===== src/rtl/regfile_writeback_unit.sv =====
// Write-back queue feeding the register file write port, with pending-value forwarding.
// Optional ZERO_REG_PROTECT_EN drops and hides writes to r0.
module regfile_writeback_unit #(
   parameter int DATA_W = 32,
   parameter int ADDR_W = 5,
   parameter int DEPTH  = 4
) (
   input  logic                      clk,
   input  logic                      rst,
   input  logic                      wb_valid,
   output logic                      wb_ready,
   input  logic                      wb_regwrite,
   input  logic [ADDR_W-1:0]         wb_rd,
   input  logic [DATA_W-1:0]         wb_data,
   input  logic                      wr_stall,
   output logic [DATA_W-1:0]         S3_WriteData,
   output logic [ADDR_W-1:0]         S3_WriteSelect,
   output logic                      S3_WriteEnable,
   input  logic [ADDR_W-1:0]         fwd_sel1,
   input  logic [ADDR_W-1:0]         fwd_sel2,
   output logic                      fwd_hit1,
   output logic                      fwd_hit2,
   output logic [DATA_W-1:0]         fwd_data1,
   output logic [DATA_W-1:0]         fwd_data2,
   output logic [$clog2(DEPTH):0]    occupancy
);

   localparam int PTR_W = $clog2(DEPTH);

   logic [ADDR_W-1:0] rd_q   [DEPTH];
   logic [DATA_W-1:0] data_q [DEPTH];
   logic [PTR_W-1:0]  wptr;
   logic [PTR_W-1:0]  rptr;
   logic [PTR_W:0]    count;
   logic              full;
   logic              keep;
   logic              push;
   logic              pop;

   assign full      = (count == (PTR_W+1)'(DEPTH));
   assign wb_ready  = !full && !rst;
   assign occupancy = count;

`ifdef ZERO_REG_PROTECT_EN
   assign keep = wb_regwrite && (wb_rd != '0);
`else
   assign keep = wb_regwrite;
`endif

   assign push = wb_valid && wb_ready && keep;
   assign pop  = (count != '0) && !wr_stall;

   always_ff @(posedge clk) begin
      if (push) begin
         rd_q[wptr]   <= wb_rd;
         data_q[wptr] <= wb_data;
      end
   end

   always_ff @(posedge clk) begin
      if (rst) begin
         wptr           <= '0;
         rptr           <= '0;
         count          <= '0;
         S3_WriteEnable <= 1'b0;
         S3_WriteData   <= '0;
         S3_WriteSelect <= '0;
      end else begin
         if (push) wptr <= wptr + 1'b1;
         if (pop)  rptr <= rptr + 1'b1;
         if (push && !pop)      count <= count + 1'b1;
         else if (pop && !push) count <= count - 1'b1;
         S3_WriteEnable <= pop;
         if (pop) begin
            S3_WriteData   <= data_q[rptr];
            S3_WriteSelect <= rd_q[rptr];
         end
      end
   end

   // Oldest candidates first so the newest match overwrites.
   always_comb begin
      fwd_hit1  = 1'b0;
      fwd_hit2  = 1'b0;
      fwd_data1 = '0;
      fwd_data2 = '0;
      if (S3_WriteEnable && S3_WriteSelect == fwd_sel1) begin
         fwd_hit1  = 1'b1;
         fwd_data1 = S3_WriteData;
      end
      if (S3_WriteEnable && S3_WriteSelect == fwd_sel2) begin
         fwd_hit2  = 1'b1;
         fwd_data2 = S3_WriteData;
      end
      for (int i = DEPTH - 1; i >= 0; i--) begin
         if (i < int'(count)) begin
            if (rd_q[wptr - PTR_W'(i + 1)] == fwd_sel1) begin
               fwd_hit1  = 1'b1;
               fwd_data1 = data_q[wptr - PTR_W'(i + 1)];
            end
            if (rd_q[wptr - PTR_W'(i + 1)] == fwd_sel2) begin
               fwd_hit2  = 1'b1;
               fwd_data2 = data_q[wptr - PTR_W'(i + 1)];
            end
         end
      end
`ifdef ZERO_REG_PROTECT_EN
      if (fwd_sel1 == '0) begin
         fwd_hit1  = 1'b0;
         fwd_data1 = '0;
      end
      if (fwd_sel2 == '0) begin
         fwd_hit2  = 1'b0;
         fwd_data2 = '0;
      end
`endif
   end

endmodule


===== config.mk =====
export PLATFORM = sky130hd
export DESIGN_NAME = regfile_writeback_unit
export DESIGN_NICKNAME = d
export VERILOG_FILES = /design/src/rtl/regfile_writeback_unit.sv
export SDC_FILE = /design/constraint.sdc
export NUM_CORES = 1
export LEC_CHECK = 0
export ABC_AREA = 1
export CAP_MARGIN = 15
export CORE_MARGIN = 2
export CORE_UTILIZATION = 45
export CTS_CLUSTER_SIZE = 25
export DETAILED_ROUTE_END_ITERATION = 7
export PLACE_DENSITY = 0.66
export SKIP_CTS_REPAIR_TIMING = 1
export SYNTH_ARGS = -nofsm -noshare
export SYNTH_HDL_FRONTEND = slang
export SYNTH_SLANG_ARGS = --single-unit

===== constraint.sdc =====
create_clock -name clk -period 6.96 [get_ports clk]
set_clock_uncertainty 0.05 [all_clocks]
set_input_delay 1.392 -clock clk [delete_from_list [all_inputs] [get_ports clk]]
set_output_delay 1.392 -clock clk [all_outputs]
set_load 0.03 [all_outputs]

After elaboration in Yosys (flattened, before gate mapping)
Memories as Yosys holds them, arrays and structs flattened. A register that Yosys moved wholly into a read port is not among the register bits.
Cells that the tools add are included.

storage, ports and cells
  register bits after elaboration = 8
  bits in writable memories = 148
  input port bits = 52
  output and inout port bits = 108
  logic and storage cells = 87
  memories = 2

memories
  name    words  width  rd ports  clocked after Yosys merged registers in  write ports  line  text
  data_q  4      32     5         2                                        1            31    logic [DATA_W-1:0] data_q [DEPTH];
  rd_q    4      5      5         2                                        1            30    logic [ADDR_W-1:0] rd_q [DEPTH];

operators by class
  $add $sub $neg = 7
  order comparisons = 4
  eq/ne operators = 11
  mux-type cells = 44
  reductions and logical operators = 15

operators by type and width
  cell                                                                  number
  32-bit 2-to-1 mux                                                     18
  5-bit equality test                                                   10
  1-bit 2-to-1 mux                                                      20
  1-bit logical AND                                                     8
  2-bit 2-to-1 mux                                                      4
  1-bit by 3-bit < comparator with 1-bit output (first input constant)  2
  2-bit by 3-bit < comparator with 1-bit output (first input constant)  2
  3-bit 2-to-1 mux                                                      2
  1-bit logical NOT                                                     5
  2-bit by 1-bit adder with 2-bit output (second input constant)        2
  2-bit subtractor (second input constant)                              2
  3-bit by 1-bit adder with 3-bit output (second input constant)        1
  3-bit equality test (second input constant)                           1
  3-bit nonzero test                                                    1
  3-bit by 1-bit subtractor with 3-bit output (second input constant)   1
  2-bit nonzero test                                                    1
  2-bit by 1-bit subtractor with 2-bit output (second input constant)   1

Depth between registers and ports, before layout
Gate-level depths: netlist (run 1).

  depth in word-level cells = 11
  depth in mapped cells = 19
  depth with buffers taken out = 13

Worst setup path after synthesis (run 1)
No wires, ideal clock.

  path type = input to register
  start = input port rst
  end = memory data_q[0][0] (enable)
  library setup time = 0.431 ns
  arrival = 4.099 ns
  data required time = 6.479 ns
  path slack = 2.380 ns
  stages on the path = 4
  buffers on the path = 1
  cell sequence = clkbuf_1 a21oi_1 nand3_1 nor2_1

between the ends
  word-level cells in the longest chain between the ends = 6

RTL lines
  what                                    line  text
  from (decl)                             9     input logic rst,
  1-bit logical NOT                       41    assign wb_ready = !full && !rst;
  1-bit logical AND                       41
  via wb_ready                            11    output logic wb_ready,
  1-bit logical AND (2 in a row)          50    assign push = wb_valid && wb_ready && keep;
  1-bit 2-to-1 mux                        54    if (push) begin
  1-bit 2-to-1 mux (implied by the code)  56    data_q[wptr] <= wb_data;
  to (decl)                               31

The timed path passes the listed nets, and every way through them passes these cells.

Final worst setup path (run 1)
  start = input port fwd_sel1[0]
  end = output port fwd_data1[15]

between the ends
  word-level cells in the longest chain between the ends = 11
  elaborated cells between the ends (all ways) = 15
  those cells by class = eq/ne: 5; mux: 9; reduce/logical: 1

RTL lines
  what                 line  text
  from (decl)          19    input logic [ADDR_W-1:0] fwd_sel1,
  5-bit equality test  87    if (S3_WriteEnable && S3_WriteSelect == fwd_sel1) begin
  1-bit logical AND    87
  32-bit 2-to-1 mux    87
  32-bit 2-to-1 mux    97    if (rd_q[wptr - PTR_W'(i + 1)] == fwd_sel1) begin
  32-bit 2-to-1 mux    96    if (i < int'(count)) begin
  32-bit 2-to-1 mux    97
  32-bit 2-to-1 mux    96
  32-bit 2-to-1 mux    97
  32-bit 2-to-1 mux    96
  32-bit 2-to-1 mux    97
  32-bit 2-to-1 mux *  96
  to (decl)            23    output logic [DATA_W-1:0] fwd_data1,

Mark *: on every way between the ends. The rest lies on a longest branch, timed or not.

==> results of run 1 <==
-- cell families (layout without fill, tap and decap cells) --
| logic type | after synthesis | after routing | synth area share (%) |
|---|---|---|---|
| AOI/OAI and AO/OA | 609 | 609 | 20.5 |
| xor gates and xnor gates | 12 | 12 | 0.650 |
| and+or+nand+nor | 1233 | 1233 | 31.7 |
| buffers and inverters | 486 | 532 | 13.1 |
| adders and majority gates | 9 | 9 | 0.697 |
| DFF | 195 | 195 | 33.3 |
-- layout make-up --
| cell class | instances | area (um2) |
|---|---|---|
| clock inverter | 15 | 125 |
| inverter | 298 | 1120 |
| clock buffer | 17 | 425 |
| sequential | 195 | 5390 |
| multi-input combinational | 1863 | 8740 |
| fill | 3531 | 17200 |
| timing repair buffer | 202 | 1900 |
| tap | 461 | 577 |
-- power by group through the flow --
stage / Sequential (W) / Combinational (W) / Clock (W)
floorplan: 0.00163 / 0.00120 / 0
global placement: 0.00150 / 0.00206 / 0
detailed placement: 0.00150 / 0.00208 / 0
CTS: 0.00147 / 0.00209 / 0.000985
global route: 0.00148 / 0.00228 / 0.00102
finish: 0.00147 / 0.00212 / 0.000971
-- state kept, by name, summed over array words and instances, names as in the netlist, named ones only --
register	count
rptr	2
S3_WriteData	32
rd_q	20
wptr	2
occupancy	3
data_q	128
S3_WriteSelect	5
S3_WriteEnable	1
-- worst max-delay path: stages --
cell and delay (ps):
clkdlybuf4s50_1 550, inv_1 200, o21ai_0 90, a21oi_1 180
nand3_2 460, buf_4 400, nor2_1 100, nand2_1 60
nand3_1 120, nand2_1 60, a21oi_1 230, clkdlybuf4s50_1 720
-- metal layers --
metal | track usage [%] | up-vias | share of wire, %
met1 | 42.0 | 8079 | 41
met5 | 0 | - | 0
met4 | 11.8 | 0 | 2.9
met2 | 51.2 | 969 | 46
met3 | 5.16 | 132 | 9.8
li1 | - | 8382 | -
-- metrics by stage --
step | utilization (%) | cell area, um2 | instances | setup slack [ps]
floorplan | - | 16200 | 2544 | 2380
global placement | 50.0 | 17700 | 3019 | 1030
detailed placement | 50.0 | 17700 | 3019 | 1030
CTS | 51.5 | 18300 | 3051 | 1010
global route | 51.5 | 18300 | 3051 | 604
finish | 51.5 | 18300 | 3051 | 938
-- cell usage in the layout (no fill, tap or decap), types with 2 or more instances in the layout --
cell and n:
a21oi_1 192, a21oi_2 22, a32oi_1 32, buf_12 8, buf_4 78, clkbuf_16 17, clkdlybuf4s50_1 115, clkinv_1 3
clkinv_4 3, clkinvlp_4 2, dfxtp_1 43, dfxtp_2 3, edfxtp_1 148, ha_1 8, inv_1 289, inv_2 7
inv_6 3, inv_8 4, nand2_1 514, nand2_2 11, nand3_1 215, nand3_2 22, nand3b_1 2, nor2_1 450
nor2_4 10, nor3_1 2, o21ai_0 304, o21ai_1 13, o22ai_1 42, xor2_1 11
-- worst paths after layout --
kind              startpoint              end  slack [ps]  cells after the start
min          S3_WriteData[9]  S3_WriteData[9]         550                      4
max              fwd_sel1[0]    fwd_data1[15]         940                     12
max reg2reg     occupancy[0]     data_q[1][7]        3520                      6
min reg2reg  S3_WriteData[9]  S3_WriteData[9]         550                      4
==> metrics.md, run 1 <==
| Metric | Value |
|---|---|
| Main flop type after synthesis | `edfxtp_1` |
| DPL Wire Length | `37300 um` |
| Fmax | `between 150 and 200 MHz` |
| Status | `finished clean` |
| Tot GR Track Use | `31.5%` |
| Fin crit period | `6020 ps` |
| Hold crit path type | `register to register` |
| Clk Latency, worst-skew pair | `roughly 450 ps` |
| Yosys reg bits | `195` |
| Total wire length | `about 60000 um` |
| Unique masters post-synth | `39` |
| WL/cell | `19.6 um` |
| Worst rel slew slack | `22.9%` |
| Share of layout cells above drive strength 1 | `about 7.8%` |
| Kind of critical path | `input port to output port` |
| CP arrival | `around 4600 ps` |
| Total grt overflow | `0` |
| Num CTS Buffers | `17` |
| TritonCTS clock tree | `done` |
| Rows | `69` |
| RSZ-0062 raised after global routing | `no` |
| Top Ports | `160` |
| Synthesized Nets | `2605` |
| Worst slew pin tran | `roughly 1200 ps` |
| Final worst-path cycle share | `86.5%` |
| Syn Inst Count | `around 2500` |
| Seq/Total Area, Yosys | `between 30% and 40%` |
| Root buf cell | `clkbuf_16` |
| Psw | `slightly above 0.002 W` |
| H-tree Lvls | `4` |
| CTS clk-pin slew, worst paths | `~70 ps` |
| Startpoint types | `input port` |
| Crit path required time | `between 5000 and 6000 ps` |
| DR pass1 iterations | `8` |
| Via/cell ratio | `around 5.8` |
| Die Span X | `slightly below 200 um` |
| Asr flop ratio synth | `0%` |
| Global-route wire length before repair | `approximately 93000 um` |
| Clock tree buffer depth | `2` |
| P per Cell Area | `~250 mW/mm2` |
| Sw Ratio | `between 40% and 50%` |
| Yosys Warn Count | `0` |
| EDFF count, synth | `~150` |
| Core footprint | `approximately 0.035 mm2` |
| Combinational Power Share | `46.4%` |
| Max_cap viols | `0` |
| Antenna-violating nets left | `0` |
| Initial Util | `between 40% and 50%` |
| DIE HEIGHT | `194 um` |
| CTS Sinks | `a little under 200` |
| Max-slew violation count | `0` |
| Area leader, netlist | `edfxtp_1` |
| Syn Std Cell Area | `roughly 0.016 mm2` |
| Largest net degree at the start of global routing | `between 100 and 150` |
| ANT cells | `0` |
| Die Footprint | `about 0.037 mm2` |
| Final hold vios | `0` |
| Area delta synth->final | `13.1%` |
| Remaining DRCs | `0` |
| # nets final | `2638` |
| Synth cell count leaders | `nand2_1 (514), nor2_1 (454), o21ai_0 (304), inv_1 (292), nand3_1 (220)` |
| Fin Setup TNS | `0 ps` |
| Initial antenna violation count | `0` |
| Most numerous cell in the Yosys netlist | `nand2_1` |
| Final setup viols | `0` |
| Port Buffer Count | `~160` |
| Worst-path maximum fanout | `13` |
| Final Hold Slack | `551 ps` |
| Pint | `between 0.002 and 0.0025 W` |
| Worst VDD drop | `between 150 and 200 uV` |
| Number of global-route vias before repair | `~16000` |
| DR vias | `between 15000 and 20000` |
| Critical path capture point type | `output port` |
| Placer Congestion | `roughly 0.95` |
| Clock power share | `a little over a fifth` |
| Overall power | `roughly 0.0046 W` |
| Synth area leaders | `edfxtp_1 (27%), nand2_1 (12%), nor2_1 (11%)` |
| Syn_area_per_cell | `6.35 um2` |
| First DRT Iteration DRCs | `1848` |
| Leakage | `slightly below 8 nW` |
| Sequential Power Share | `~32%` |
| Post-synth top area share | `about 27%` |
Power figures use the tool's default switching activity.
==> inputs of run 2 (changes only) <==
==> constraint.sdc (replaced) <==
create_clock -name clk -period 6.96 [get_ports clk]
set_clock_uncertainty 0.05 [all_clocks]
set_input_delay 2.088 -clock clk [delete_from_list [all_inputs] [get_ports clk]]
set_output_delay 2.088 -clock clk [all_outputs]
set_load 0.03 [all_outputs]
==> run 2 against run 1 <==
Effect of this change:
- fmax fell by 12%
- via count fell by 0.42%
- flip-flop and latch count did not move
- count of clock-buffer cells in the layout rose by 2
- first-iteration DRC count fell by 1.7%
- design area rose by 2.1%
- non-clock buffer count rose by 17
- clock power barely moved
- register-to-register slack improved by 170 ps
- combinational power rose by 2%
- highest routed layer unchanged
==> metrics.md, run 2 (same netlist as run 1, synthesis figures left out) <==
| Metric | Value |
|---|---|
| Placer Congestion | `0.950 (+0.32%)` |
| Rows | `69 (unchanged)` |
| Crit-path leading delay family | `buffers and inverters` |
| Num CTS Buffers | `17 (unchanged)` |
| Hold crit path type | `register to register` |
| Final setup viols | `0 (unchanged)` |
| Total grt overflow | `0 (unchanged)` |
| WHS Endpoint | `S3_WriteData[23]` |
| Core footprint | `0.0355 mm2 (unchanged)` |
| Status | `finished clean` |
| Kind of critical path | `input port to output port` |
| ANT cells | `0 (unchanged)` |
| Clk Latency, worst-skew pair | `480 ps (+30 ps)` |
| Leakage | `8.24 nW (+5.0%)` |
| CP arrival | `4700 ps (+120 ps)` |
| Worst slew pin tran | `957 ps (-197 ps)` |
| Total wire length | `59600 um (-0.40%)` |
| Register-to-Register Path Depth | `6 (unchanged)` |
| Most frequent cells in the layout | `nand2_1 (514), nor2_1 (450), o21ai_0 (304), inv_1 (289), nand3_1 (215)` |
| DR vias | `17488 (-0.42%)` |
| CTS clk-pin slew, worst paths | `70 ps (about the same)` |
| Fmax | `146 MHz (-12%)` |
| Commonest non-fill, non-tap cell in the layout | `nand2_1` |
| Final worst-path cycle share | `98.2% (+12 points)` |
| Final hold vios | `0 (unchanged)` |
| DR pass1 iterations | `8 (unchanged)` |
| Hold path cells | `4 (unchanged)` |
| Max-slew violation count | `0 (unchanged)` |
| Global-route wire length before repair | `91300 um (-1.4%)` |
| Clock tree buffer depth | `2 (unchanged)` |
| Critical path capture point type | `output port` |
| Worst VDD drop | `174 uV (-3.3%)` |
| Initial Util | `45.6% (unchanged)` |
| Via/cell ratio | `5.70 (-0.97%)` |
| DPL Wire Length | `37600 um (+0.55%)` |
| Max_cap viols | `0 (unchanged)` |
| Fill cells | `3410 (-3.4%)` |
| Share of layout cells above drive strength 1 | `8.25% (+0.49 points)` |
| Area delta synth->final | `15.5%` |
| Remaining DRCs | `0 (unchanged)` |
| Worst R2R Setup Slack | `3690 ps (+170 ps)` |
| Die Span X | `194 um (unchanged)` |
| Worst rel slew slack | `36.2% (+13 points)` |
| Initial antenna violation count | `0 (unchanged)` |
| WL/cell | `19.4 um (-0.95%)` |
| Largest regs | `data_q: 128 flops, S3_WriteData: 32 flops, rd_q: 20 flops` |
| DIE HEIGHT | `194 um (unchanged)` |
| Startpoint of the worst hold path | `S3_WriteData[23]` |
| TritonCTS clock tree | `done` |
| P per Cell Area | `246 mW/mm2 (-1.4%)` |
| CTS Sinks | `195 (unchanged)` |
| Worst reg2reg endpoint | `data_q[1][5]` |
| Biggest register | `data_q` |
| Top Ports | `160 (unchanged)` |
| Fin Setup TNS | `0 ps (unchanged)` |
| Worst-path maximum fanout | `14 (+1)` |
| DP Area | `0.0181 mm2 (+2.1%)` |
| Crit-path cells | `clkdlybuf4s50_1, xor2_1, a21oi_1, nand3_2, buf_4, nor2_1, nand2_1, nand3_1, nand2_1, a21oi_1, clkdlybuf4s50_1` |
| Crit path required time | `4820 ps (-700 ps)` |
| # nets final | `2655 (+0.64%)` |
| Layout Utilization | `52.6% (+1.1 points)` |
| Number of global-route vias before repair | `16112 (-1.7%)` |
| First DRT Iteration DRCs | `1816 (-1.7%)` |
| Largest net degree at the start of global routing | `247 (+110%)` |
| Worst path buffer plus inverter count | `3 (-1)` |
| Die Footprint | `0.0375 mm2 (unchanged)` |
| R2R Path Start | `occupancy[0]` |
| Number of flip-flops under the largest register name | `128 (unchanged)` |
| CP Launch Point | `fwd_sel1[1]` |
| RSZ-0062 raised after global routing | `no` |
| Port Buffer Count | `159 (unchanged)` |
| Startpoint types | `input port` |
| Antenna-violating nets left | `0 (unchanged)` |
| Critical path's slowest cell | `clkdlybuf4s50_1` |
| Tot GR Track Use | `31.3% (-0.20 points)` |
| Root buf cell | `clkbuf_16` |
| Cell area after layout | `0.0187 mm2 (+2.1%)` |
| Crit-path max cell delay | `720 ps (about the same)` |
| Fin crit period | `6840 ps (+814 ps)` |
| H-tree Lvls | `4 (unchanged)` |
run 2: cell count changes in the layout (fill, tap and decap cells not counted), moves of 2 or more:
cell,change
buf_12,+19
clkdlybuf4s50_1,-13
dlymetal6s2s_1,+13
inv_8,-4
buf_4,-2
clkbuf_1,+2
run 2: area by class of cell:
type	count	area (um2)	area share [%]
multi-input combinational	1863	8740	46.8
clock inverter	13	110	0.590
sequential	195	5390	28.9
clock buffer	19	433	2.32
inverter	298	1120	6.00
tap	461	577	3.09
timing repair buffer	219	2300	12.3
run 2: worst max-delay path by stage:
stage	to	slack, ps	depth (start not counted)
final	fwd_data1[16]	120	11
after floorplan	fwd_data2[13]	1150	10
after detailed placement	fwd_data1[22]	60	11
after global routing	fwd_data1[8]	20	11
after CTS	fwd_data1[22]	50	11
after global placement	fwd_data1[22]	50	11
run 2: metrics by stage:
stage,cells,hold WS [ps],worst slack [ps],power [W]
after floorplan,2544,538,1150,0.00282
final,3068,581,125,0.00459
after global placement,3036,562,52.7,0.00360
after detailed placement,3036,568,59.5,0.00362
after global routing,3068,609,15.1,0.00483
after CTS,3068,580,53.0,0.00458
run 2: per-layer routing:
metal	global-route usage [%]	up-vias	routed length, um
met1	41.7	7952	25100
met4	12.9	0	1980
met5	0	-	0
met2	50.4	966	27000
met3	5.04	160	5520
li1	-	8410	-
run 2: report_power, final:
group          switching [W]  total (W)  internal [W]
clock               0.000478   0.000970      0.000492
combinational        0.00147    0.00216      0.000688
sequential          0.000101    0.00146       0.00136
total                0.00205    0.00459       0.00254
run 2: worst min-delay path, delay by kind of cell, from the launching register on:
family | cells | cell delay [ps]
compound gates | 2 | 140
buf+inv | 2 | 140
flops | 1 | 310
